==> src/rtl/mem_arb_pkg.sv <==
// Shared types and constants for the memory-port arbiter.
//   - arb_state_e : one-hot arbiter state (IDLE / BUSY_IF / BUSY_LS)
//   - REQ_IF/REQ_LS : requester identifiers, also the encoding of last_grant
//   - mem_req_t   : one captured memory request {ren, wen, addr, wMask, wData}
//   - req_zero()  : an all-zero request, used as the idle value
package mem_arb_pkg;

  localparam int ARB_ADDR_W = 32;
  localparam int ARB_DATA_W = 64;
  localparam int ARB_MASK_W = ARB_DATA_W / 8;

  typedef enum logic [2:0] {
    IDLE    = 3'b001,
    BUSY_IF = 3'b010,
    BUSY_LS = 3'b100
  } arb_state_e;

  localparam logic REQ_IF = 1'b0;
  localparam logic REQ_LS = 1'b1;

  typedef struct packed {
    logic                  ren;
    logic                  wen;
    logic [ARB_ADDR_W-1:0] addr;
    logic [ARB_MASK_W-1:0] wMask;
    logic [ARB_DATA_W-1:0] wData;
  } mem_req_t;

  function automatic mem_req_t req_zero();
    mem_req_t r;
    r.ren   = 1'b0;
    r.wen   = 1'b0;
    r.addr  = {ARB_ADDR_W{1'b0}};
    r.wMask = {ARB_MASK_W{1'b0}};
    r.wData = {ARB_DATA_W{1'b0}};
    return r;
  endfunction

endpackage

==> src/rtl/mem_req_buf.sv <==
// One-entry pending-request buffer for one requester of the arbiter.
// Ports:
//   clock, reset : clock and synchronous active-high reset (empties the entry)
//   cap          : capture req_in this cycle (ignored while the entry is full)
//   clr          : the entry is being issued this cycle; empties it
//   req_in       : request to capture
//   valid        : entry holds a request
//   req_out      : the stored request
module mem_req_buf
  import mem_arb_pkg::*;
(
  input  logic     clock,
  input  logic     reset,
  input  logic     cap,
  input  logic     clr,
  input  mem_req_t req_in,
  output logic     valid,
  output mem_req_t req_out
);

  logic     valid_q, valid_d;
  mem_req_t req_q, req_d;

  // Next entry: clear wins; a capture into a full entry is dropped.
  always_comb begin
    valid_d = valid_q;
    req_d   = req_q;
    if (clr) begin
      valid_d = 1'b0;
    end else if (cap && !valid_q) begin
      valid_d = 1'b1;
      req_d   = req_in;
    end else begin
      valid_d = valid_q;
    end
  end

  // Entry registers.
  always_ff @(posedge clock) begin
    if (reset) begin
      valid_q <= 1'b0;
      req_q   <= req_zero();
    end else begin
      valid_q <= valid_d;
      req_q   <= req_d;
    end
  end

  assign valid   = valid_q;
  assign req_out = req_q;

endmodule

==> src/rtl/mem_arbiter.sv <==
// Arbiter sharing the single memory port between the instruction-fetch (IF)
// and load/store (LS) requesters. One transaction is outstanding at a time.
// A lone request arriving with nothing pending is forwarded combinationally;
// otherwise requests wait in a per-requester one-entry buffer and issue from
// it one cycle later. LS wins simultaneous arrival, and when both buffers are
// full the requester that was not granted last goes first.
// Ports:
//   clock, reset                      : clock, synchronous active-high reset
//   if_ren, if_addr                   : IF read request pulse and address
//   if_rData, if_hit, if_rvalid       : IF response (hit = same-cycle done)
//   ls_ren, ls_wen, ls_addr,
//   ls_wMask, ls_wData                : LS request pulse (both high = write)
//   ls_rData, ls_hit, ls_rvalid       : LS response
//   mem_ren, mem_wen, mem_addr,
//   mem_wMask, mem_wData              : downstream request pulse
//   mem_rData, mem_hit, mem_rvalid    : downstream response
// The request struct is sized from mem_arb_pkg; the parameters must match it.
module mem_arbiter
  import mem_arb_pkg::*;
#(
  parameter int ADDR_W = ARB_ADDR_W,
  parameter int DATA_W = ARB_DATA_W,
  parameter int MASK_W = ARB_MASK_W
) (
  input  logic              clock,
  input  logic              reset,
  input  logic              if_ren,
  input  logic [ADDR_W-1:0] if_addr,
  output logic [DATA_W-1:0] if_rData,
  output logic              if_hit,
  output logic              if_rvalid,
  input  logic              ls_ren,
  input  logic              ls_wen,
  input  logic [ADDR_W-1:0] ls_addr,
  input  logic [MASK_W-1:0] ls_wMask,
  input  logic [DATA_W-1:0] ls_wData,
  output logic [DATA_W-1:0] ls_rData,
  output logic              ls_hit,
  output logic              ls_rvalid,
  output logic              mem_ren,
  output logic              mem_wen,
  output logic [ADDR_W-1:0] mem_addr,
  output logic [MASK_W-1:0] mem_wMask,
  output logic [DATA_W-1:0] mem_wData,
  input  logic [DATA_W-1:0] mem_rData,
  input  logic              mem_hit,
  input  logic              mem_rvalid
);

  arb_state_e state_q, state_d;
  logic       last_grant_q, last_grant_d;
  logic       blank_q, blank_d;

  mem_req_t if_new, ls_new, if_pend, ls_pend, issue_req;
  logic     if_pulse, ls_pulse;
  logic     if_pend_v, ls_pend_v;
  logic     if_cap, ls_cap, if_clr, ls_clr;
  logic     issue_v, issue_id;

  // Package the incoming pulses as requests; LS ren+wen together is a write.
  always_comb begin
    if_pulse     = if_ren;
    ls_pulse     = ls_ren | ls_wen;
    if_new       = req_zero();
    if_new.ren   = if_ren;
    if_new.addr  = if_addr;
    ls_new       = req_zero();
    ls_new.ren   = ls_ren & ~ls_wen;
    ls_new.wen   = ls_wen;
    ls_new.addr  = ls_addr;
    ls_new.wMask = ls_wMask;
    ls_new.wData = ls_wData;
  end

  mem_req_buf u_if_buf (
    .clock   (clock),
    .reset   (reset),
    .cap     (if_cap),
    .clr     (if_clr),
    .req_in  (if_new),
    .valid   (if_pend_v),
    .req_out (if_pend)
  );

  mem_req_buf u_ls_buf (
    .clock   (clock),
    .reset   (reset),
    .cap     (ls_cap),
    .clr     (ls_clr),
    .req_in  (ls_new),
    .valid   (ls_pend_v),
    .req_out (ls_pend)
  );

  // Grant selection, buffer control, downstream request and response routing.
  always_comb begin
    state_d      = state_q;
    last_grant_d = last_grant_q;
    blank_d      = 1'b0;
    if_cap       = 1'b0;
    ls_cap       = 1'b0;
    if_clr       = 1'b0;
    ls_clr       = 1'b0;
    issue_v      = 1'b0;
    issue_id     = REQ_IF;
    issue_req    = req_zero();
    mem_ren      = 1'b0;
    mem_wen      = 1'b0;
    mem_addr     = {ADDR_W{1'b0}};
    mem_wMask    = {MASK_W{1'b0}};
    mem_wData    = {DATA_W{1'b0}};
    if_hit       = 1'b0;
    if_rvalid    = 1'b0;
    if_rData     = {DATA_W{1'b0}};
    ls_hit       = 1'b0;
    ls_rvalid    = 1'b0;
    ls_rData     = {DATA_W{1'b0}};

    // Inputs are ignored, and outputs held at zero, during reset and the
    // cycle that follows it.
    if (!reset && !blank_q) begin
      case (state_q)
        IDLE: begin
          if (if_pend_v || ls_pend_v) begin
            // Buffered work goes first; new pulses only get captured.
            issue_v = 1'b1;
            if (if_pend_v && ls_pend_v) begin
              issue_id = ~last_grant_q;
            end else if (ls_pend_v) begin
              issue_id = REQ_LS;
            end else begin
              issue_id = REQ_IF;
            end
            if (issue_id == REQ_LS) begin
              issue_req = ls_pend;
              ls_clr    = 1'b1;
            end else begin
              issue_req = if_pend;
              if_clr    = 1'b1;
            end
            if_cap = if_pulse;
            ls_cap = ls_pulse;
          end else if (ls_pulse) begin
            issue_v   = 1'b1;
            issue_id  = REQ_LS;
            issue_req = ls_new;
            if_cap    = if_pulse;
          end else if (if_pulse) begin
            issue_v   = 1'b1;
            issue_id  = REQ_IF;
            issue_req = if_new;
          end else begin
            issue_v = 1'b0;
          end
        end
        BUSY_IF: begin
          // The owner may re-request in its own completion cycle.
          if_cap = if_pulse & mem_rvalid;
          ls_cap = ls_pulse;
          if (mem_rvalid) begin
            if_rvalid    = 1'b1;
            if_rData     = mem_rData;
            last_grant_d = REQ_IF;
            state_d      = IDLE;
          end else begin
            state_d = BUSY_IF;
          end
        end
        BUSY_LS: begin
          if_cap = if_pulse;
          ls_cap = ls_pulse & mem_rvalid;
          if (mem_rvalid) begin
            ls_rvalid    = 1'b1;
            ls_rData     = mem_rData;
            last_grant_d = REQ_LS;
            state_d      = IDLE;
          end else begin
            state_d = BUSY_LS;
          end
        end
        default: begin
          state_d = IDLE;
        end
      endcase

      if (issue_v) begin
        mem_ren   = issue_req.ren;
        mem_wen   = issue_req.wen;
        mem_addr  = issue_req.addr;
        mem_wMask = issue_req.wMask;
        mem_wData = issue_req.wData;
        if (mem_hit) begin
          last_grant_d = issue_id;
          if (issue_id == REQ_LS) begin
            ls_hit   = 1'b1;
            ls_rData = mem_rData;
          end else begin
            if_hit   = 1'b1;
            if_rData = mem_rData;
          end
        end else begin
          state_d = (issue_id == REQ_LS) ? BUSY_LS : BUSY_IF;
        end
      end else begin
        issue_req = req_zero();
      end
    end else begin
      blank_d = 1'b0;
    end
  end

  // State, fairness bit and post-reset blanking flag.
  always_ff @(posedge clock) begin
    if (reset) begin
      state_q      <= IDLE;
      last_grant_q <= REQ_IF;
      blank_q      <= 1'b1;
    end else begin
      state_q      <= state_d;
      last_grant_q <= last_grant_d;
      blank_q      <= blank_d;
    end
  end

endmodule

==> config.mk <==
export PLATFORM = sky130hd
export DESIGN_NAME = mem_arbiter
export DESIGN_NICKNAME = d
export VERILOG_FILES = /design/src/rtl/mem_arb_pkg.sv /design/src/rtl/mem_req_buf.sv /design/src/rtl/mem_arbiter.sv
export SDC_FILE = /design/constraint.sdc
export NUM_CORES = 1
export LEC_CHECK = 0
export CORE_AREA = 2 2 174 176
export CTS_CLUSTER_DIAMETER = 200
export DETAILED_ROUTE_END_ITERATION = 8
export DIE_AREA = 0 0 176 178
export PLACE_DENSITY_LB_ADDON = 0.08
export SLEW_MARGIN = 40
export SYNTH_ARGS = -nofsm -noshare
export SYNTH_HDL_FRONTEND = slang
export SYNTH_SLANG_ARGS = --single-unit
==> constraint.sdc <==
create_clock -name clock -period 2.7 [get_ports clock]
set_input_delay 0.54 -clock clock [delete_from_list [all_inputs] [get_ports clock]]
set_output_delay 0.54 -clock clock [all_outputs]
set_load 0.05 [all_outputs]
==> run summary, run 1 <==
outcome: completed
Starting Density: 27.66%
worst-case clock buffer depth: 2
clk root buf: clkbuf_16
layout cells sized above 1: 35.55%
Core ar.: 29,400 sq um
Worst setup SP type: input port
Final Critical Period: 2.668 ns
Hold EP: u_ls_buf.req_out[97]
Inserted Clock Buffers: 17
period utilization: 98.82%
hold path startpoint: u_ls_buf.req_out[97]
final net count: 1,817
r2r worst-path depth: 7
number of synthesized flops with an enable pin: 0
initial antenna violation count: 8
I/O Buffers: 444
Worst Clk Skew: 0.01233 ns
drt initial violations: 658
Max-Cap Viols: 0
crit end category: output pin
slew margin rel.: 44.83%
WP buf/inv: 4
commonest non-fill, non-tap cells in the layout: nand2_1, buf_12, clkdlybuf4s50_1
RR Startpoint: blank_q
DR vias: 10,330
Cell Area, Placed: 16,370 sq um
first-pass GRT wire length: 60,150 um
worst slew pin tran: 0.8275 ns
DRC: 0
register bit count reported by yosys: 146
CP required: 2.16 ns
I/O pin count: 445
Syn Std Cell Area: 8133 sq um
vias in the first global route: 10,270
max-slew violations: 0
first-pass iteration count of the detailed router: 5
largest net degree at the start of global routing: 132
fin util: 60.35%
Syn Area/Cell: 6.969 sq um
Die H: 178 um
Final setup viols: 0
async set or reset register ratio after synthesis: 0%
WHS Path Cells: 2
warnings from Yosys: 0
overall routing resource usage: 24.78%
fin area: 17,740 sq um
kind of critical path: input port to output pin
depth of the CTS H-tree: 4
Leak: 0.006755 uW
PD cells: 386.9 nW/um^2
Worst EP arrival: 2.13 ns
top cell family by delay on the critical path: buffers and inverters
post-synth cell types: 39
hold_ws: 0.4546 ns
total gr overflow: 0
routability congestion estimate: 0.8260
fillers: 2,518
cell row count: 63
Primary FF master, synth: dfxtp_1
net count after synthesis: 1,374
CP Max Fanout: 8
most common cell after layout, fill and taps aside: nand2_1
Hold Crit Class: flop to flop
final wirelength: 41,030 um
Seq/Total Area, Yosys: 35.94%
FF-to-FF setup slack: 0.42 ns
Critical-path top delay cell: clkdlybuf4s50_1
logic gate share of total power: 32.2%
Int Power: 4688 uW
Hold-fix buffers, CTS: 0
Cells after Synth: 1,167
P_sw: 2177 uW
Area Overhead vs Synth: 118.2%
vias per inst: 5.118
antenna-violating nets left: 0
post-DP HPWL: 28,910 um
CTS sink count: 146
wire per inst: 20.32 um
CTS tree: built
worst skew pair latency: 0.43 ns
crit path cell chain: clkdlybuf4s50_1 -> nand4bb_1 -> o21ai_4 -> buf_12 -> clkbuf_16 -> and3_4 -> buf_12
RR Endpoint: u_if_buf.req_out[102]
switching share of power: 31.71%
die area: 31,330 sq um
final hold viol count: 0
clock share of power: 35.6%
die span in x: 176 um
share of power burned in registers: 32.1%
VDD IR-drop max: 0.4731 mV
Max Clock Freq: 374.8 MHz
Crit path largest cell delay: 0.54 ns
Worst-path clk slew: 0.06 ns
most used cell, CP: buf_12
RSZ-0062 raised after global routing: yes
==> state kept, by name (all words and copies together) (netlist names) <==
register / flops
u_if_buf.valid: 1
last_grant_q: 1
u_ls_buf.valid: 1
blank_q: 1
u_ls_buf.req_out: 106
state_q: 3
u_if_buf.req_out: 33
==> final cells by class <==
type	count	area [sq um]	share of cell area (%)
Antenna cell	6	15.01	0.08461
Clock inverter	12	146.4	0.8250
Tap cell	390	488.0	2.750
Inverter	4	15.01	0.08461
Clock buffer	20	456.7	2.574
Multi-Input combinational cell	893	5637	31.77
Timing Repair Buffer	548	8054	45.39
Sequential cell	146	2933	16.53
==> how the worst max path moves through the flow <==
stage	start	end	cells after the start
after global placement	ls_wen	if_rData[23]	9
final	mem_rvalid	ls_rData[58]	7
after floorplan	u_if_buf.valid	mem_wData[40]	9
after global routing	state_q[2]	ls_rData[58]	8
after CTS	state_q[0]	mem_wData[53]	7
after detailed placement	ls_wen	if_rData[23]	9
==> power groups by stage <==
stage	clock [uW]	sequential (uW)	combinational [uW]
global placement	0	2250	2030
CTS	2500	2210	2090
finish	2450	2210	2210
global route	2600	2210	2320
floorplan	0	2250	919
detailed placement	0	2250	2040
==> cells in the mapped netlist (4+ instances only) <==
| cell | instances | area share (%) |
|---|---|---|
| a211oi_1 | 34 | 3.1 |
| o21ai_0 | 4 | 0.25 |
| dfxtp_1 | 146 | 36 |
| buf_6 | 4 | 0.55 |
| buf_2 | 25 | 1.5 |
| a21oi_1 | 143 | 8.8 |
| o22ai_1 | 33 | 2.5 |
| clkbuf_1 | 93 | 4.3 |
| nand2_1 | 273 | 13 |
| nor3_1 | 37 | 2.3 |
| nand2_2 | 10 | 0.77 |
| nor2_1 | 90 | 4.2 |
| inv_1 | 4 | 0.18 |
| and3_1 | 160 | 12 |
| a22oi_1 | 74 | 6.8 |
==> worst min-delay path: stages (launching register included) <==
cell,delay (ns)
dfxtp_1,0.31
nand2_1,0.05
a21oi_1,0.05
==> metrics by stage <==
stage	cells	power, uW	setup slack [ns]	TNS, ns
global route	2018	7133	-0.02791	-0.6612
detailed placement	1966	4299	-0.2743	-43.94
global placement	1966	4287	-0.2715	-41.06
finish	2019	6865	0.03192	0
CTS	2005	6799	-0.02245	-0.07034
floorplan	1167	3167	-0.2084	-6.818
==> timing repair <==
item,CTS,global route
pin swaps,8,12
cloned,3,6
resized for setup,20,115
buffers inserted,4,3
endpoints found under the setup margin,235,214
==> layer usage <==
metal | global-route usage (%) | vias to the layer above | wire length [um] | part of all wire (%)
met3 | 5.946 | 47 | 2613 | 6.4
met1 | 28.22 | 4945 | 15590 | 38
met5 | 0 | - | 0 | 0
li1 | - | 4991 | - | -
met4 | 7.472 | 0 | 791 | 1.9
met2 | 45.77 | 350 | 22030 | 54
==> logic make-up (layout without fill, tap and decap cells) <==
group	after synthesis	after routing	synth area share [%]
AOI/OAI and AO/OA	301	301	22.98
xor gates and xnor gates	1	1	0.1077
and+or+nand+nor	590	591	34.12
other	0	6	0
buffers and inverters	129	584	6.846
DFF	146	146	35.94
No activity file was read; power rests on OpenSTA's default activity.
==> run 2, diff against run 1 <==
Settings changed: ABC_AREA set to 1, CORE_AREA 2 2 174 176 to 2 2 173 175, DIE_AREA 0 0 176 178 to 0 0 175 177.
==> run 2 against run 1 <==
Compared with the run above:
- the run now ends with setup timing left
- flip-flop and latch count stayed put
- total power is 5.3% higher
- area after synthesis is 19% higher
- clock-buffer cell count is 3 lower
- clock skew is 0.0032 ns higher
- die area is 1.1% lower
- worst setup slack worse by 0.043 ns
- critical endpoint is now ls_rData[63]
- largest power group is now combinational cells
- highest routed layer unchanged
==> run summary, run 2 <==
outcome: complete, but fails checks
failing checks: setup timing
adder-cell share of the synthesized area: 0% (unchanged)
critical path depth: 11 (+4)
simple logic cell fraction of the synthesized area: 32.90% (-1.2 points)
first-pass GRT wire length: 68,810 um (+14%)
Final Critical Period: 2.711 ns (+0.04259 ns)
async set or reset register ratio after synthesis: 0% (unchanged)
CP required: 2.16 ns (about the same)
Hold-fix buffers, CTS: 0 (unchanged)
Cell Area, Placed: 17,980 sq um (+9.8%)
Final setup viols: 5 (+5)
fillers: 2,408 (-4.4%)
commonest cells in the netlist: nor2_1, nand2_1, o21ai_0
max reg flops: 106 (unchanged)
Synth Area in XOR/XNOR: 0% (-0.11 points)
RR Endpoint: u_if_buf.req_out[99]
Crit. Startpoint: state_q[2]
overall routing resource usage: 27.83% (+3.0 points)
Core ar.: 29,240 sq um (-0.54%)
Max-Cap Viols: 0 (unchanged)
Die H: 177 um (-0.56%)
Leak: 0.007041 uW (+4.2%)
Cells after Synth: 1,609 (+38%)
I/O pin count: 445 (unchanged)
Starting Density: 33.16% (+5.5 points)
worst slew pin tran: 0.6645 ns (-0.1630 ns)
final net count: 2,228 (+23%)
VDD IR-drop max: 0.3775 mV (-20%)
Seq/Total Area, Yosys: 30.14% (-5.8 points)
depth of the CTS H-tree: 4 (unchanged)
register bit count reported by yosys: 146 (unchanged)
crit path cell chain: inv_2 -> buf_4 -> nor3_4 -> buf_6 -> nand2_8 -> nand2_8 -> buf_12 -> buf_4 -> nand2_1 -> a21oi_2 -> buf_12
worst-case clock buffer depth: 2 (unchanged)
Worst Clk Skew: 0.01553 ns (+0.003197 ns)
vias per inst: 5.328 (+4.1%)
Crit path largest cell delay: 0.35 ns (-0.19 ns)
Yosys top cell by area: dfxtp_1
net count after synthesis: 1,816 (+32%)
period utilization: 100.4% (+1.6 points)
layout cells sized above 1: 31.61% (-3.9 points)
Area Overhead vs Synth: 101.0%
CP endpoint: ls_rData[63]
complex-gate fraction of the synthesized area: 26.50% (+3.5 points)
CP Max Fanout: 4 (-4)
Max Clock Freq: 368.9 MHz (-1.6%)
largest net degree at the start of global routing: 129 (-2.3%)
Inserted Clock Buffers: 17 (unchanged)
PD cells: 371.0 nW/um^2 (-4.1%)
warnings from Yosys: 0 (unchanged)
r2r worst-path depth: 10 (+3)
most numerous cell in the Yosys netlist: nor2_1
Worst setup SP type: flop
final hold viol count: 0 (unchanged)
hold_ws: 0.4797 ns (+0.02504 ns)
RSZ-0062 raised after global routing: yes
slew margin rel.: 55.63% (+11 points)
Syn Area/Cell: 6.027 sq um (-14%)
cell row count: 63 (unchanged)
commonest non-fill, non-tap cells in the layout: nor2_1, buf_12, clkdlybuf4s50_1
Hold Crit Class: flop to flop
CTS tree: built
crit end category: output pin
routability congestion estimate: 0.8552 (+3.5%)
fin area: 19,490 sq um (+9.9%)
DRC: 0 (unchanged)
Worst EP arrival: 2.17 ns (+0.04 ns)
post-synth cell types: 33 (-15%)
WP buf/inv: 6 (+2)
mux cell area share after synthesis: 0% (unchanged)
RR Startpoint: state_q[2]
number of synthesized flops with an enable pin: 0 (unchanged)
vias in the first global route: 12,120 (+18%)
antenna-violating nets left: 0 (unchanged)
Critical-path top delay cell: dfxtp_2
clk root buf: clkbuf_16
FF-to-FF setup slack: 0.45 ns (+0.03 ns)
largest cells by area after synthesis: dfxtp_1, nor2_1, nand2_1, o21ai_0, a21oi_1
initial antenna violation count: 4 (-4)
max-slew violations: 0 (unchanged)
pre-CTS WS: -0.3086 ns (-0.03428 ns)
die area: 30,980 sq um (-1.1%)
wire per inst: 19.22 um (-5.4%)
Primary FF master, synth: dfxtp_1
kind of critical path: flop to output pin
worst skew pair latency: 0.42 ns (about the same)
top cell family by delay on the critical path: buffers and inverters
final wirelength: 46,640 um (+14%)
area of the multi-input gates: 6968 sq um (+24%)
total gr overflow: 0 (unchanged)
largest family of logic cells by synthesized area: simple AND/OR/NAND/NOR gates
post-route worst setup slack: -0.01067 ns (-0.04259 ns)
Yosys top cell area share: 30.14% (-5.8 points)
Syn Std Cell Area: 9697 sq um (+19%)
first-pass iteration count of the detailed router: 6 (+1)
I/O Buffers: 444 (unchanged)
most common cell after layout, fill and taps aside: nor2_1
fin util: 66.66% (+6.3 points)
Worst-path clk slew: 0.06 ns (about the same)
Storage cell area: 2937 sq um (+0.13%)
drt initial violations: 1,119 (+70%)
CTS sink count: 146 (unchanged)
post-DP HPWL: 30,720 um (+6.3%)
die span in x: 175 um (-0.57%)
DR vias: 12,930 (+25%)
[run 2: area by class of cell]
| type | instances | share of cell area [%] |
|---|---|---|
| antenna | 3 | 0.03851 |
| clock buffer | 17 | 2.182 |
| clock inverter | 15 | 0.8344 |
| inverter | 80 | 1.605 |
| multi-input combinational | 1231 | 35.74 |
| sequential | 146 | 15.06 |
| tap | 390 | 2.503 |
| timing repair buffer | 545 | 42.03 |
[run 2: routing by layer]
| layer | global-route usage (%) | share of wire, % | up-vias |
|---|---|---|---|
| met5 | 0 | 0 | - |
| li1 | - | - | 6207 |
| met4 | 10.49 | 3.1 | 0 |
| met3 | 7.281 | 8.0 | 78 |
| met1 | 34.13 | 39 | 6067 |
| met2 | 46.82 | 49 | 578 |
[run 2: how the worst min path moves through the flow]
| stage | startpoint | endpoint | slack [ns] | cells past startpoint |
|---|---|---|---|---|
| after floorplan | state_q[2] | state_q[2] | 0.43 | 2 |
| after global placement | state_q[2] | state_q[2] | 0.45 | 2 |
| after detailed placement | state_q[2] | state_q[2] | 0.46 | 2 |
| after CTS | state_q[2] | state_q[2] | 0.48 | 2 |
| after global routing | state_q[2] | state_q[2] | 0.50 | 2 |
| final | state_q[2] | state_q[2] | 0.48 | 2 |
[run 2: tightest hold or removal path, delay by kind of cell, from the launching register on]
family	cells	cell delay, ns
simple gates	1	0.05
compound gates	1	0.06
flops	1	0.33
[run 2: cells by family after synthesis]
logic type | after synthesis
buffers and inverters | 232
AOI/OAI and AO/OA | 449
DFF | 146
and+or+nand+nor | 782
[run 2: per-stage QoR]
step,total power (uW),setup TNS (ns),std cells
CTS,7167,-0.01029,2410
finish,7232,-0.03400,2427
global placement,4555,-32.33,2360
detailed placement,4579,-39.41,2360
floorplan,3438,-7.962,1609
global route,7495,-2.411,2426
[run 2: timing repair]
action                                  in CTS  in global routing
setup buffers                               12                  9
gates resized for setup                     42                 95
gates cloned                                 6                  6
pin swaps                                   14                 30
endpoints found under the setup margin     232                214
[run 2: report_power, final]
group | leakage [uW] | switching, uW | internal (uW)
registers | 0.00118 | 38.2 | 2220
clock network | 0.000276 | 1130 | 1320
logic | 0.00558 | 1400 | 1140
